$ cat src/rtl/irq_controller_if.sv
// CPU data-bus port of the interrupt controller.
// The CPU side is the master; the controller is the slave.
interface irq_controller_if;
  logic [15:0] address;
  logic [31:0] data;
  logic        wren;
  logic [31:0] q;
  logic        hit;

  modport master (
    output address, data, wren,
    input  q, hit
  );

  modport slave (
    input  address, data, wren,
    output q, hit
  );
endinterface

$ cat src/rtl/irq_controller.sv
// Edge-latched, maskable, lowest-index-first interrupt controller
// with a four-word register window on the CPU data bus.
module irq_controller #(
  parameter int unsigned N_LINES   = 8,
  parameter logic [15:0] BASE_ADDR = 16'hFF00
) (
  input  logic               clk,
  input  logic               reset,
  input  logic [N_LINES-1:0] irq_lines,
  irq_controller_if.slave    bus,
  input  logic               ack,
  output logic               IRQ,
  output logic [7:0]         IRQn
);

  localparam logic [1:0] IDLE    = 2'd0;
  localparam logic [1:0] ASSERT  = 2'd1;
  localparam logic [1:0] SERVICE = 2'd2;
  localparam logic [N_LINES-1:0] ONE = N_LINES'(1);

  logic [N_LINES-1:0] sync1;
  logic [N_LINES-1:0] sync2;
  logic [N_LINES-1:0] prev;
  logic [N_LINES-1:0] edges;
  logic [N_LINES-1:0] pending;
  logic [N_LINES-1:0] mask;
  logic [N_LINES-1:0] req;
  logic [N_LINES-1:0] vec_oh;
  logic [N_LINES-1:0] w1c;
  logic [N_LINES-1:0] ack_clr;
  logic [2:0]         arm;
  logic [1:0]         state;
  logic [1:0]         state_n;
  logic [7:0]         vec;
  logic [7:0]         vec_n;
  logic [7:0]         winner;
  logic [15:0]        off;
  logic               sel;
  logic               wr_pend;
  logic               wr_mask;
  logic               wr_eoi;
  logic               take_ack;
  logic [31:0]        rdata;
  logic               unused_data;

  assign off      = bus.address - BASE_ADDR;
  assign sel      = off[15:2] == 14'd0;
  assign wr_pend  = bus.wren && sel && off[1:0] == 2'd0;
  assign wr_mask  = bus.wren && sel && off[1:0] == 2'd1;
  assign wr_eoi   = bus.wren && sel && off[1:0] == 2'd3;
  assign unused_data = ^bus.data;

  // Edges stay blocked until prev holds a real sample, so a line
  // already high when reset is released is not seen as a rise.
  assign edges    = arm[2] ? (sync2 & ~prev) : '0;
  assign req      = pending & mask;
  assign vec_oh   = ONE << vec;
  assign take_ack = (state == ASSERT) && ack;
  assign w1c      = wr_pend ? bus.data[N_LINES-1:0] : '0;
  assign ack_clr  = take_ack ? vec_oh : '0;
  assign IRQn     = vec;

  always_comb begin
    winner = 8'd0;
    for (int i = N_LINES - 1; i >= 0; i--) begin
      if (req[i]) winner = 8'(i);
    end
  end

  always_comb begin
    state_n = state;
    vec_n   = vec;
    unique case (state)
      IDLE: begin
        if (req != '0) begin
          state_n = ASSERT;
          vec_n   = winner;
        end
      end
      ASSERT: begin
        if (take_ack)
          state_n = SERVICE;
        else if ((req & vec_oh) == '0)
          state_n = IDLE;
      end
      SERVICE: begin
        if (wr_eoi) state_n = IDLE;
      end
      default: state_n = IDLE;
    endcase
  end

  always_comb begin
    rdata = '0;
    unique case (off[1:0])
      2'd0:    rdata = 32'(pending);
      2'd1:    rdata = 32'(mask);
      2'd2:    rdata = {22'd0, state, vec};
      default: rdata = '0;
    endcase
  end

  always_ff @(posedge clk or posedge reset) begin
    if (reset) begin
      sync1   <= '0;
      sync2   <= '0;
      prev    <= '0;
      arm     <= '0;
      pending <= '0;
      mask    <= '0;
      state   <= IDLE;
      vec     <= '0;
      IRQ     <= 1'b0;
      bus.q   <= '0;
      bus.hit <= 1'b0;
    end else begin
      sync1   <= irq_lines;
      sync2   <= sync1;
      prev    <= sync2;
      arm     <= {arm[1:0], 1'b1};
      // a fresh edge beats both W1C and ack on the same bit
      pending <= (pending & ~w1c & ~ack_clr) | edges;
      if (wr_mask) mask <= bus.data[N_LINES-1:0];
      state   <= state_n;
      vec     <= vec_n;
      IRQ     <= state_n == ASSERT;
      bus.q   <= sel ? rdata : '0;
      bus.hit <= sel;
    end
  end

endmodule

$ cat src/flat_wrapper.sv
// flat-port wrapper written by rule: the top's interface ports become plain ports
module irq_controller_flat 
#(
  parameter int unsigned N_LINES   = 8,
  parameter logic [15:0] BASE_ADDR = 16'hFF00
)
  (clk, reset, irq_lines, ack, IRQ, IRQn, bus_address, bus_data, bus_wren, bus_q, bus_hit);
  irq_controller_if bus_i ();
  input  logic clk;
  input  logic reset;
  input  logic [N_LINES-1:0] irq_lines;
  input  logic ack;
  output logic IRQ;
  output logic [7:0] IRQn;
  input wire logic [$bits(bus_i.address)-1:0] bus_address;
  input wire logic [$bits(bus_i.data)-1:0] bus_data;
  input wire logic [$bits(bus_i.wren)-1:0] bus_wren;
  output wire logic [$bits(bus_i.q)-1:0] bus_q;
  output wire logic [$bits(bus_i.hit)-1:0] bus_hit;
  assign bus_i.address = bus_address;
  assign bus_i.data = bus_data;
  assign bus_i.wren = bus_wren;
  assign bus_q = bus_i.q;
  assign bus_hit = bus_i.hit;
  irq_controller #(.N_LINES(N_LINES), .BASE_ADDR(BASE_ADDR)) u_core (.clk(clk), .reset(reset), .irq_lines(irq_lines), .bus(bus_i), .ack(ack), .IRQ(IRQ), .IRQn(IRQn));
endmodule
$ cat config.mk
export PLATFORM = sky130hd
export DESIGN_NAME = irq_controller_flat
export DESIGN_NICKNAME = d
export VERILOG_FILES = /design/src/rtl/irq_controller_if.sv /design/src/rtl/irq_controller.sv /design/src/flat_wrapper.sv
export SDC_FILE = /design/constraint.sdc
export NUM_CORES = 1
export LEC_CHECK = 0
export ABC_AREA = 1
export CAP_MARGIN = 30
export CORE_MARGIN = 1.5
export CORE_UTILIZATION = 44
export CTS_CLUSTER_SIZE = 30
export DETAILED_ROUTE_END_ITERATION = 12
export PLACE_DENSITY_LB_ADDON = 0.05
export SYNTH_ARGS = -nofsm -noshare
export SYNTH_HDL_FRONTEND = slang
export SYNTH_SLANG_ARGS = --single-unit
$ cat constraint.sdc
create_clock -name clk -period 2.3 [get_ports clk]
set_input_delay 0.69 -clock clk [delete_from_list [all_inputs] [get_ports clk]]
set_output_delay 0.69 -clock clk [all_outputs]
set_load 0.02 [all_outputs]
==> results of run 1 <==
registers in the layout, summed over array words and instances (netlist names):
name            flops
u_core.bus.hit      1
u_core.IRQn         3
u_core.bus.q       10
u_core.sync1        8
u_core.pending      8
u_core.mask         8
u_core.prev         8
u_core.IRQ          1
u_core.state        2
u_core.arm          3
u_core.sync2        8
worst min path at each step:
stage | to | slack, ns | cells after the start
global route | u_core.sync2[6] | 0.35 | 0
floorplan | u_core.arm[1] | 0.33 | 0
CTS | u_core.arm[2] | 0.35 | 0
finish | u_core.sync2[4] | 0.35 | 0
detailed placement | u_core.sync2[1] | 0.33 | 0
global placement | u_core.sync2[1] | 0.33 | 0
power by group through the flow:
stage               clock [mW]  sequential [mW]  combinational [mW]
floorplan                    0             1.11               0.130
CTS                       1.07             1.09               0.182
detailed placement           0             1.11               0.181
finish                    1.04             1.09               0.179
global placement             0             1.11               0.180
global route              1.11             1.09               0.202
metrics by stage:
stage          worst slack, ns  instance area, um^2
2_1_floorplan            0.125                 2860
5_1_grt                 0.0468                 3500
6_report                 0.107                 3500
3_3_place_gp             0.141                 3280
3_5_place_dp             0.124                 3280
4_1_cts                 0.0381                 3500
synth_stat cells, drive strengths merged:
master  count  area share (%)
or2         3            0.68
o21ai      12             3.3
nand2      95              13
nand4      11             2.5
conb        2            0.27
o21a        8             2.2
dfrtp      60              54
buf        33             8.7
a22oi       1            0.27
a31oi       3            0.68
nand3      11             2.4
inv        30             4.1
nand3b      9             2.4
nor2       17             3.3
a21oi       6             1.1
nor3        3            0.54
cell families after synthesis:
group / count (synthesis) / share of synthesized area (%)
AND/OR/NAND/NOR: 149 / 25.2
buffers and inverters: 63 / 12.8
flip-flops: 60 / 54.3
other: 2 / 0.272
AO/OA/AOI/OAI: 30 / 7.47
cell usage in the layout (no fill, tap or decap):
cell and count:
sky130_fd_sc_hd__nand3_1 10, sky130_fd_sc_hd__nand2_2 4, sky130_fd_sc_hd__or2_1 2, sky130_fd_sc_hd__clkinv_2 1, sky130_fd_sc_hd__clkbuf_8 10, sky130_fd_sc_hd__dfrtp_2 1
sky130_fd_sc_hd__dfrtp_1 59, sky130_fd_sc_hd__nand4_1 11, sky130_fd_sc_hd__clkdlybuf4s50_1 50, sky130_fd_sc_hd__clkinvlp_4 1, sky130_fd_sc_hd__a21oi_1 6, sky130_fd_sc_hd__inv_2 3
sky130_fd_sc_hd__bufinv_16 2, sky130_fd_sc_hd__buf_4 6, sky130_fd_sc_hd__inv_1 27, sky130_fd_sc_hd__a22oi_1 1, sky130_fd_sc_hd__conb_1 28, sky130_fd_sc_hd__nor2_2 2
sky130_fd_sc_hd__o21ai_0 4, sky130_fd_sc_hd__nor2_4 1, sky130_fd_sc_hd__nor3_1 3, sky130_fd_sc_hd__o21a_1 8, sky130_fd_sc_hd__clkbuf_1 2, sky130_fd_sc_hd__nand3_4 1
sky130_fd_sc_hd__nor2_1 13, sky130_fd_sc_hd__nand2_1 91, sky130_fd_sc_hd__or2_0 1, sky130_fd_sc_hd__nand3b_1 9, sky130_fd_sc_hd__o21ai_2 8, sky130_fd_sc_hd__nor2_8 1
sky130_fd_sc_hd__a31oi_1 3, sky130_fd_sc_hd__buf_12 1
what timing repair did:
| action | 4_1_cts | 5_1_grt |
|---|---|---|
| hold endpoints to repair | 0 | 0 |
| setup endpoints to repair | 0 | 1 |
| gates resized for setup | 0 | 1 |
metal layers:
layer | global-route usage [%] | vias to the layer above | routed length [um]
met3 | 5.05 | 13 | 276
met1 | 22.9 | 919 | 2310
met4 | 9.15 | 0 | 106
met2 | 27.7 | 56 | 2370
met5 | 0 | - | 0
li1 | - | 1032 | -
final cells by class:
| class | instances | area share, % |
|---|---|---|
| timing repair buffer | 57 | 16.2 |
| sequential | 60 | 42.9 |
| inverter | 30 | 3.22 |
| tap | 75 | 2.68 |
| clock buffer | 12 | 4.15 |
| clock inverter | 4 | 2.07 |
| multi-input combinational | 207 | 28.8 |
==> Flow_metrics.wiki, run 1 <==
{| class="wikitable"
! Metric !! Value
|-
| Area of the die || 6770 um^2
|-
| Number of nets at the end of the flow || 425
|-
| Power Dens Cells || 659 nW/um^2
|-
| Top fanout value on the critical path || 8
|-
| Clock tree buffer depth || 2
|-
| Buffers and inverters on the worst path || 1
|-
| Highest achievable clock rate || 456 MHz
|-
| Pins over their slew limit || 0
|-
| Routed via count divided by cell count || 4.54
|-
| Distinct cell type count of the synthesized netlist || 27
|-
| Worst setup path class || flip-flop to output pin
|-
| Aggregate routed wire length || 5060 um
|-
| Capture point of the worst reg-to-reg path || u_core.state[0]
|-
| Largest net degree at the start of global routing || 61
|-
| Sequential fraction of design power || 47.3%
|-
| Post-layout utilization of the core || 58.4%
|-
| First-pass GRT wire length || 8740 um
|-
| Critical path launch point || u_core.IRQn[2]
|-
| Final ANT Viol Nets || 0
|-
| Last weighted congestion value of the routability-driven placer || 0.843
|-
| Area Growth Syn to Fin || 26.6%
|-
| Critical Path RT || 1.61 ns
|-
| R2r setup slk || 0.94 ns
|-
| Yosys warnings || 0
|-
| Crit end category || output pin
|-
| Layout Cells excl Fill || 445
|-
| Net switching power of the design || 515 uW
|-
| Maximum capacitance violations || 0
|-
| Count of pins on the block boundary || 102
|-
| Drt drc || 0
|-
| Worst setup endpoint || IRQn[2]
|-
| Drt initial violations || 58
|-
| Leak Pwr || 1.70 nW
|-
| Worst-skew pair later-pin latency || 0.34 ns
|-
| Crit path depth || 1
|-
| Sequential cell area fraction in the yosys report || 54.3%
|-
| Count of buffers inserted at the top-level ports || 50
|-
| Final Hold Fails || 0
|-
| Average cell area after synthesis || 9.10 um^2
|-
| Hold WS || 0.347 ns
|-
| Final total negative setup slack || 0 ns
|-
| Core outline area || 5990 um^2
|-
| # rows || 28
|-
| Synthesized area || 2770 um^2
|-
| Count of placed standard cells including taps || 429
|-
| CTS tree || done
|-
| ANT cells || 0
|-
| Vias after detailed routing || 2020
|-
| Number of failing setup endpoints in the final timing report || 0
|-
| Starting density of the core || 46.2%
|-
| R2R cell count || 7
|-
| Crit share post-route || 95.3%
|-
| Kind of cell adding the most delay to the critical path || buffers and inverters
|-
| Worst vdd ir || 438 uV
|-
| Die width || 82.3 um
|-
| Proportion of layout cells with a drive suffix above 1 || 11.4%
|-
| HPWL after detailed placement || 3720 um
|-
| Routed len/inst || 11.4 um
|-
| Global-route usage over all layers || 17.9%
|-
| Ordered cell list for the critical path || clkdlybuf4s50_1
|-
| Number of storage elements in the synthesis netlist || 60
|-
| Clock Sink Count || 60
|-
| Worst Hold Launch || u_core.sync1[4]
|-
| Portion of total power attributed to the clock network || 44.9%
|-
| Startpoint kind of the worst setup timing path || flip-flop
|-
| H-Tree Depth || 3
|-
| Height of the die || 82.3 um
|-
| Postcts setup bufs || 0
|-
| Number of clock buffers inserted by TritonCTS || 9
|-
| Area taken by flip-flops and latches || 1500 um^2
|-
| Overall overflow remaining after global route || 0
|-
| Root buffer selected by CTS || sky130_fd_sc_hd__clkbuf_8
|-
| Mapped Cells || 304
|-
| Via count of the first global-routing pass || 1892
|-
| Clock slew at the register clock pins of the worst setup and hold paths || 0.07 ns
|-
| Final Critical Period || 2.19 ns
|-
| Pre-antenna DRT Iters || 4
|-
| Setup repair after global routing missed its margin || no
|-
| Post-cts hold buffer count || 0
|-
| Tightest Hold Check Type || flip-flop to flip-flop
|-
| Proportion of total power due to net switching || 22.3%
|-
| Power Internal || 1.79 mW
|-
| Arrival time reported for the critical path endpoint || 1.50 ns
|-
| Reg-to-Reg Start || u_core.IRQn[2]
|-
| Filler cells || 537
|-
| Combinational group share of total power || 7.8%
|-
| Total power after layout || 2.31 mW
|-
| Result of the run || complete, no violations
|-
| Area of the multi-input gates || 1010 um^2
|-
| Initial antenna violation count || 0
|-
| Worst path max stage delay || 0.66 ns
|-
| Final Skew || 0.00761 ns
|-
| Standard cell with the maximum stage delay on the critical path || sky130_fd_sc_hd__clkdlybuf4s50_1
|}
No activity file was read; power rests on OpenSTA's default activity.
==> inputs of run 2 (changes only) <==
--- a/config.mk
+++ b/config.mk
@@ -6,12 +6,13 @@
 export NUM_CORES = 1
 export LEC_CHECK = 0
 export ABC_AREA = 1
-export CAP_MARGIN = 30
+export CAP_MARGIN = 20
 export CORE_MARGIN = 1.5
 export CORE_UTILIZATION = 44
 export CTS_CLUSTER_SIZE = 30
 export DETAILED_ROUTE_END_ITERATION = 12
 export PLACE_DENSITY_LB_ADDON = 0.05
+export REMOVE_ABC_BUFFERS = 1
 export SYNTH_ARGS = -nofsm -noshare
 export SYNTH_HDL_FRONTEND = slang
 export SYNTH_SLANG_ARGS = --single-unit
==> run 2 against run 1 <==
Effect of this change:
- first-iteration DRC count up 110%
- critical path type unchanged
- utilization is the same
- combinational power is essentially flat
- sequential share of layout area unchanged
- critical endpoint unchanged
==> Flow_metrics.wiki, run 2 (synthesis gave the netlist of run 1 again) <==
{| class="wikitable"
! Metric !! Value
|-
| Result of the run || complete, no violations
|-
| Proportion of layout cells with a drive suffix above 1 || 11.4%
|-
| Proportion of total power due to net switching || 22.1%
|-
| First-pass GRT wire length || 8710 um
|-
| Final total negative setup slack || 0 ns
|-
| Initial antenna violation count || 0
|-
| Combinational group share of total power || 7.8%
|-
| Clock slew at the register clock pins of the worst setup and hold paths || 0.06 ns
|-
| Arrival time reported for the critical path endpoint || 1.46 ns
|-
| Post-cts hold buffer count || 0
|-
| Pins over their slew limit || 0
|-
| Crit end category || output pin
|-
| Routed via count divided by cell count || 4.56
|-
| Worst setup endpoint || IRQn[2]
|-
| Count of buffers inserted at the top-level ports || 50
|-
| Height of the die || 82.3 um
|-
| Critical Path RT || 1.61 ns
|-
| Number of failing setup endpoints in the final timing report || 0
|-
| Power Dens Cells || 658 nW/um^2
|-
| Final Critical Period || 2.15 ns
|-
| Via count of the first global-routing pass || 1935
|-
| Highest achievable clock rate || 464 MHz
|-
| Postcts setup bufs || 0
|-
| Routed len/inst || 11.4 um
|-
| Filler cells || 561
|-
| Worst path max stage delay || 0.65 ns
|-
| Final Hold Fails || 0
|-
| # rows || 28
|-
| Final Skew || 0.00945 ns
|-
| Critical path launch point || u_core.IRQn[2]
|-
| Overall overflow remaining after global route || 0
|-
| Die width || 82.3 um
|-
| Drt drc || 0
|-
| Last weighted congestion value of the routability-driven placer || 0.833
|-
| Tightest Hold Check Type || flip-flop to flip-flop
|-
| Global-route usage over all layers || 17.5%
|-
| Top fanout value on the critical path || 8
|-
| Count of pins on the block boundary || 102
|-
| Drt initial violations || 123
|-
| Clock tree buffer depth || 2
|-
| R2R cell count || 7
|-
| Commonest cells after routing, fill and taps aside || sky130_fd_sc_hd__nand2_1, sky130_fd_sc_hd__dfrtp_1, sky130_fd_sc_hd__clkdlybuf4s50_1, sky130_fd_sc_hd__conb_1, sky130_fd_sc_hd__inv_1
|-
| R2r setup slk || 0.95 ns
|-
| ANT cells || 0
|-
| Power Internal || 1.79 mW
|-
| Worst vdd ir || 508 uV
|-
| Clock Sink Count || 60
|-
| Sequential fraction of design power || 47.4%
|-
| Most flop-heavy register || u_core.bus.q
|-
| Number of clock buffers inserted by TritonCTS || 9
|-
| Vias after detailed routing || 2031
|-
| Flip-flop count of the largest register after layout || 10
|-
| Startpoint kind of the worst setup timing path || flip-flop
|-
| Area of the multi-input gates || 1010 um^2
|-
| Maximum capacitance violations || 0
|-
| Area taken by flip-flops and latches || 1500 um^2
|-
| Ordered cell list for the critical path || clkdlybuf4s50_1
|-
| Root buffer selected by CTS || sky130_fd_sc_hd__clkbuf_8
|-
| HPWL after detailed placement || 3790 um
|-
| Final ANT Viol Nets || 0
|-
| Buffers and inverters on the worst path || 1
|-
| Setup repair after global routing missed its margin || no
|-
| H-Tree Depth || 3
|-
| Fin worst setup slack || 0.146 ns
|-
| Kind of cell adding the most delay to the critical path || buffers and inverters
|-
| Largest net degree at the start of global routing || 61
|-
| Crit share post-route || 93.7%
|-
| Capture point of the worst reg-to-reg path || u_core.state[0]
|-
| Standard cell with the maximum stage delay on the critical path || sky130_fd_sc_hd__clkdlybuf4s50_1
|-
| Portion of total power attributed to the clock network || 44.8%
|-
| Aggregate routed wire length || 5090 um
|-
| Worst slack after detailed placement || 0.0995 ns
|-
| Commonest non-fill, non-tap cell in the layout || sky130_fd_sc_hd__nand2_1
|-
| Crit path depth || 1
|-
| Area of the die || 6770 um^2
|-
| Number of nets at the end of the flow || 425
|-
| Leak Pwr || 1.70 nW
|-
| Starting density of the core || 46.2%
|-
| Net switching power of the design || 510 uW
|-
| Worst setup path class || flip-flop to output pin
|-
| Pre-antenna DRT Iters || 4
|-
| Reg-to-Reg Start || u_core.IRQn[2]
|-
| Area Growth Syn to Fin || 26.6%
|-
| Core outline area || 5990 um^2
|-
| Worst-skew pair later-pin latency || 0.34 ns
|-
| CTS tree || done
|}
-- run 2: worst min path at each step --
| stage | to | slack (ns) | from | cells past startpoint |
|---|---|---|---|---|
| CTS | u_core.sync2[1] | 0.35 | u_core.sync1[1] | 0 |
| finish | u_core.sync2[2] | 0.35 | u_core.sync1[2] | 0 |
| global placement | u_core.sync2[7] | 0.33 | u_core.sync1[7] | 0 |
| floorplan | u_core.arm[1] | 0.33 | u_core.arm[0] | 0 |
| global route | u_core.sync2[2] | 0.36 | u_core.sync1[2] | 0 |
| detailed placement | u_core.sync2[7] | 0.34 | u_core.sync1[7] | 0 |
-- run 2: routing by layer --
metal / track usage, % / wire length [um] / vias to the layer above / share of wire, %
met5: 0 / 0 / - / 0
met4: 5.59 / 51 / 0 / 1.0
met3: 6.26 / 342 / 7 / 6.7
met2: 29.2 / 2400 / 70 / 47
li1: - / - / 1032 / -
met1: 21.0 / 2300 / 922 / 45
-- run 2: cell type report --
class,count,area share [%]
sequential,60,42.9
multi-input combinational,207,28.8
timing repair buffer,57,16.2
clock buffer,12,4.15
inverter,30,3.22
tap,75,2.68
clock inverter,4,2.07
-- run 2: metrics by stage --
stage / instances / utilization [%] / instance area (um^2) / hold slack (ns) / total power [mW]
after detailed placement: 429 / 54.8 / 3280 / 0.336 / 1.29
after floorplan: 297 / - / 2620 / 0.331 / 1.20
after global placement: 429 / 54.8 / 3280 / 0.332 / 1.29
after global routing: 445 / 58.4 / 3500 / 0.359 / 2.40
final: 445 / 58.4 / 3500 / 0.346 / 2.30
after CTS: 445 / 58.4 / 3500 / 0.351 / 2.33
-- run 2: timing repair --
action / CTS / global route
endpoints found under the hold margin: 0 / 0
endpoints found under the setup margin: 0 / 1
resized for setup: 0 / 1
-- run 2: power groups by stage --
| stage | registers, mW | clock network, mW | logic [mW] |
|---|---|---|---|
| after global routing | 1.10 | 1.10 | 0.201 |
| after floorplan | 1.11 | 0 | 0.0888 |
| after CTS | 1.09 | 1.06 | 0.182 |
| after detailed placement | 1.11 | 0 | 0.182 |
| final | 1.09 | 1.03 | 0.180 |
| after global placement | 1.11 | 0 | 0.180 |
==> inputs of run 3 (changes only) <==
--- a/config.mk
+++ b/config.mk
@@ -8,7 +8,7 @@
 export ABC_AREA = 1
 export CAP_MARGIN = 20
 export CORE_MARGIN = 1.5
-export CORE_UTILIZATION = 44
+export CORE_UTILIZATION = 30
 export CTS_CLUSTER_SIZE = 30
 export DETAILED_ROUTE_END_ITERATION = 12
 export PLACE_DENSITY_LB_ADDON = 0.05
==> run 3 against run 2 <==
Effect of this change:
- the flow now finishes with violations (DRC)
- critical path depth did not move
- final cell count grew 7.4%
- global-route usage fell by 4.2 points
- critical endpoint unchanged
- largest power group unchanged
==> Flow_metrics.wiki, run 3 (synthesis gave the netlist of run 1 again) <==
{| class="wikitable"
! Metric !! Value
|-
| Result of the run || complete, but fails checks
|-
| Failing checks || DRC
|-
| Worst vdd ir || 375 uV
|-
| Area of the die || 9800 um^2
|-
| Commonest non-fill, non-tap cell in the layout || sky130_fd_sc_hd__nand2_1
|-
| # rows || 34
|-
| Number of clock buffers inserted by TritonCTS || 9
|-
| Drt initial violations || 91
|-
| Global-route usage over all layers || 13.3%
|-
| Crit end category || output pin
|-
| Count of instances resized after the clock tree is built || 0
|-
| Standard cell with the maximum stage delay on the critical path || sky130_fd_sc_hd__clkdlybuf4s50_1
|-
| Global routing's busiest layer || met2
|-
| Tightest Hold Check Type || flip-flop to flip-flop
|-
| Hold WS || 0.347 ns
|-
| Aggregate routed wire length || 5630 um
|-
| Core outline area || 8810 um^2
|-
| Starting density of the core || 31.4%
|-
| Die width || 99.0 um
|-
| Proportion of total power due to net switching || 22.3%
|-
| Critical Path RT || 1.61 ns
|-
| HPWL after detailed placement || 4230 um
|-
| Global Route met2 Usage || 21.2%
|-
| Power Dens Cells || 657 nW/um^2
|-
| Final Skew || 0.0102 ns
|-
| CTS tree || done
|-
| Highest achievable clock rate || 455 MHz
|-
| Final ANT Viol Nets || 0
|-
| Power Internal || 1.82 mW
|-
| Number of failing setup endpoints in the final timing report || 0
|-
| Maximum capacitance violations || 0
|-
| Ordered cell list for the critical path || clkdlybuf4s50_1
|-
| ANT cells || 0
|-
| Arrival time reported for the critical path endpoint || 1.51 ns
|-
| Worst-skew pair later-pin latency || 0.34 ns
|-
| Portion of total power attributed to the clock network || 45.6%
|-
| Worst setup path class || flip-flop to output pin
|-
| Combinational group share of total power || 7.7%
|-
| Number of nets at the end of the flow || 426
|-
| Routed len/inst || 11.8 um
|-
| Pre-antenna DRT Iters || 8
|-
| Last weighted congestion value of the routability-driven placer || 0.811
|-
| Area Growth Syn to Fin || 28.6%
|-
| Initial antenna violation count || 0
|-
| Most flop-heavy register || u_core.bus.q
|-
| Pins over their slew limit || 0
|-
| Sequential fraction of design power || 46.7%
|-
| First-pass GRT wire length || 9940 um
|-
| Via count of the first global-routing pass || 2039
|-
| Post-cts hold buffer count || 0
|-
| Crit share post-route || 95.5%
|-
| Met3 track demand over resource || 4.04%
|-
| Root buffer selected by CTS || sky130_fd_sc_hd__clkbuf_8
|-
| Top fanout value on the critical path || 8
|-
| Overall overflow remaining after global route || 0
|-
| H-Tree Depth || 3
|-
| Flip-flop count of the largest register after layout || 10
|-
| Met1 global-route usage || 16.6%
|-
| Proportion of layout cells with a drive suffix above 1 || 11.6%
|-
| Startpoint kind of the worst setup timing path || flip-flop
|-
| Height of the die || 99.0 um
|-
| Commonest cells after routing, fill and taps aside || sky130_fd_sc_hd__nand2_1, sky130_fd_sc_hd__dfrtp_1, sky130_fd_sc_hd__clkdlybuf4s50_1, sky130_fd_sc_hd__conb_1, sky130_fd_sc_hd__inv_1
|-
| Final Critical Period || 2.20 ns
|-
| Clock slew at the register clock pins of the worst setup and hold paths || 0.07 ns
|-
| Postcts setup bufs || 0
|-
| Count of buffers inserted at the top-level ports || 50
|-
| Setup repair after global routing missed its margin || no
|-
| Net switching power of the design || 521 uW
|-
| Worst path max stage delay || 0.66 ns
|-
| Clock tree buffer depth || 2
|-
| Leak Pwr || 1.71 nW
|-
| Routed via count divided by cell count || 4.16
|-
| Total power after layout || 2.34 mW
|-
| Drt drc || 4
|-
| Final Hold Fails || 0
|-
| Kind of cell adding the most delay to the critical path || buffers and inverters
|-
| Final total negative setup slack || 0 ns
|-
| Vias after detailed routing || 1990
|-
| Clock Sink Count || 60
|-
| Area of all placed cells without fillers || 3550 um^2
|-
| Buffers and inverters on the worst path || 1
|-
| Count of pins on the block boundary || 102
|-
| Largest net degree at the start of global routing || 61
|-
| Standard cell area after detailed placement || 3330 um^2
|}
-- run 3: per-stage QoR --
stage	instances	util, %	worst slack, ns
after floorplan	297	-	0.125
after global placement	463	37.8	0.119
after detailed placement	463	37.8	0.0967
after CTS	478	40.4	0.0871
after global routing	478	40.4	0.0370
final	478	40.4	0.105
-- run 3: power by group through the flow --
stage,registers (mW),logic (mW),clock network (mW)
3_5_place_dp,1.11,0.182,0
3_3_place_gp,1.11,0.182,0
4_1_cts,1.09,0.183,1.11
2_1_floorplan,1.11,0.0888,0
5_1_grt,1.09,0.200,1.17
6_report,1.09,0.180,1.07
-- run 3: area by class of cell --
type | instances | area (um^2)
Tap cell | 108 | 135
Clock buffer | 11 | 151
Timing Repair Buffer | 58 | 573
Multi-Input combinational cell | 207 | 1010
Sequential cell | 60 | 1500
Inverter | 30 | 113
Fill cell | 915 | 5250
Clock inverter | 4 | 72.6
-- run 3: path summary, 6_finish.rpt --
path	start	depth (start not counted)	to	slack [ns]
min reg2reg	u_core.arm[0]	0	u_core.arm[1]	0.35
min in group asynchronous	reset	3	u_core.sync2[5]	0.72
min	u_core.arm[0]	0	u_core.arm[1]	0.35
max in group asynchronous	reset	3	u_core.bus.q[5]	1.30
max reg2reg	u_core.IRQn[2]	7	u_core.state[0]	0.93
max	u_core.IRQn[2]	1	IRQn[2]	0.10
-- run 3: metal layers --
metal / wire [um] / up-vias
li1: - / 1035
met1: 2630 / 887
met2: 2620 / 59
met3: 298 / 9
met4: 87 / 0
met5: 0 / -
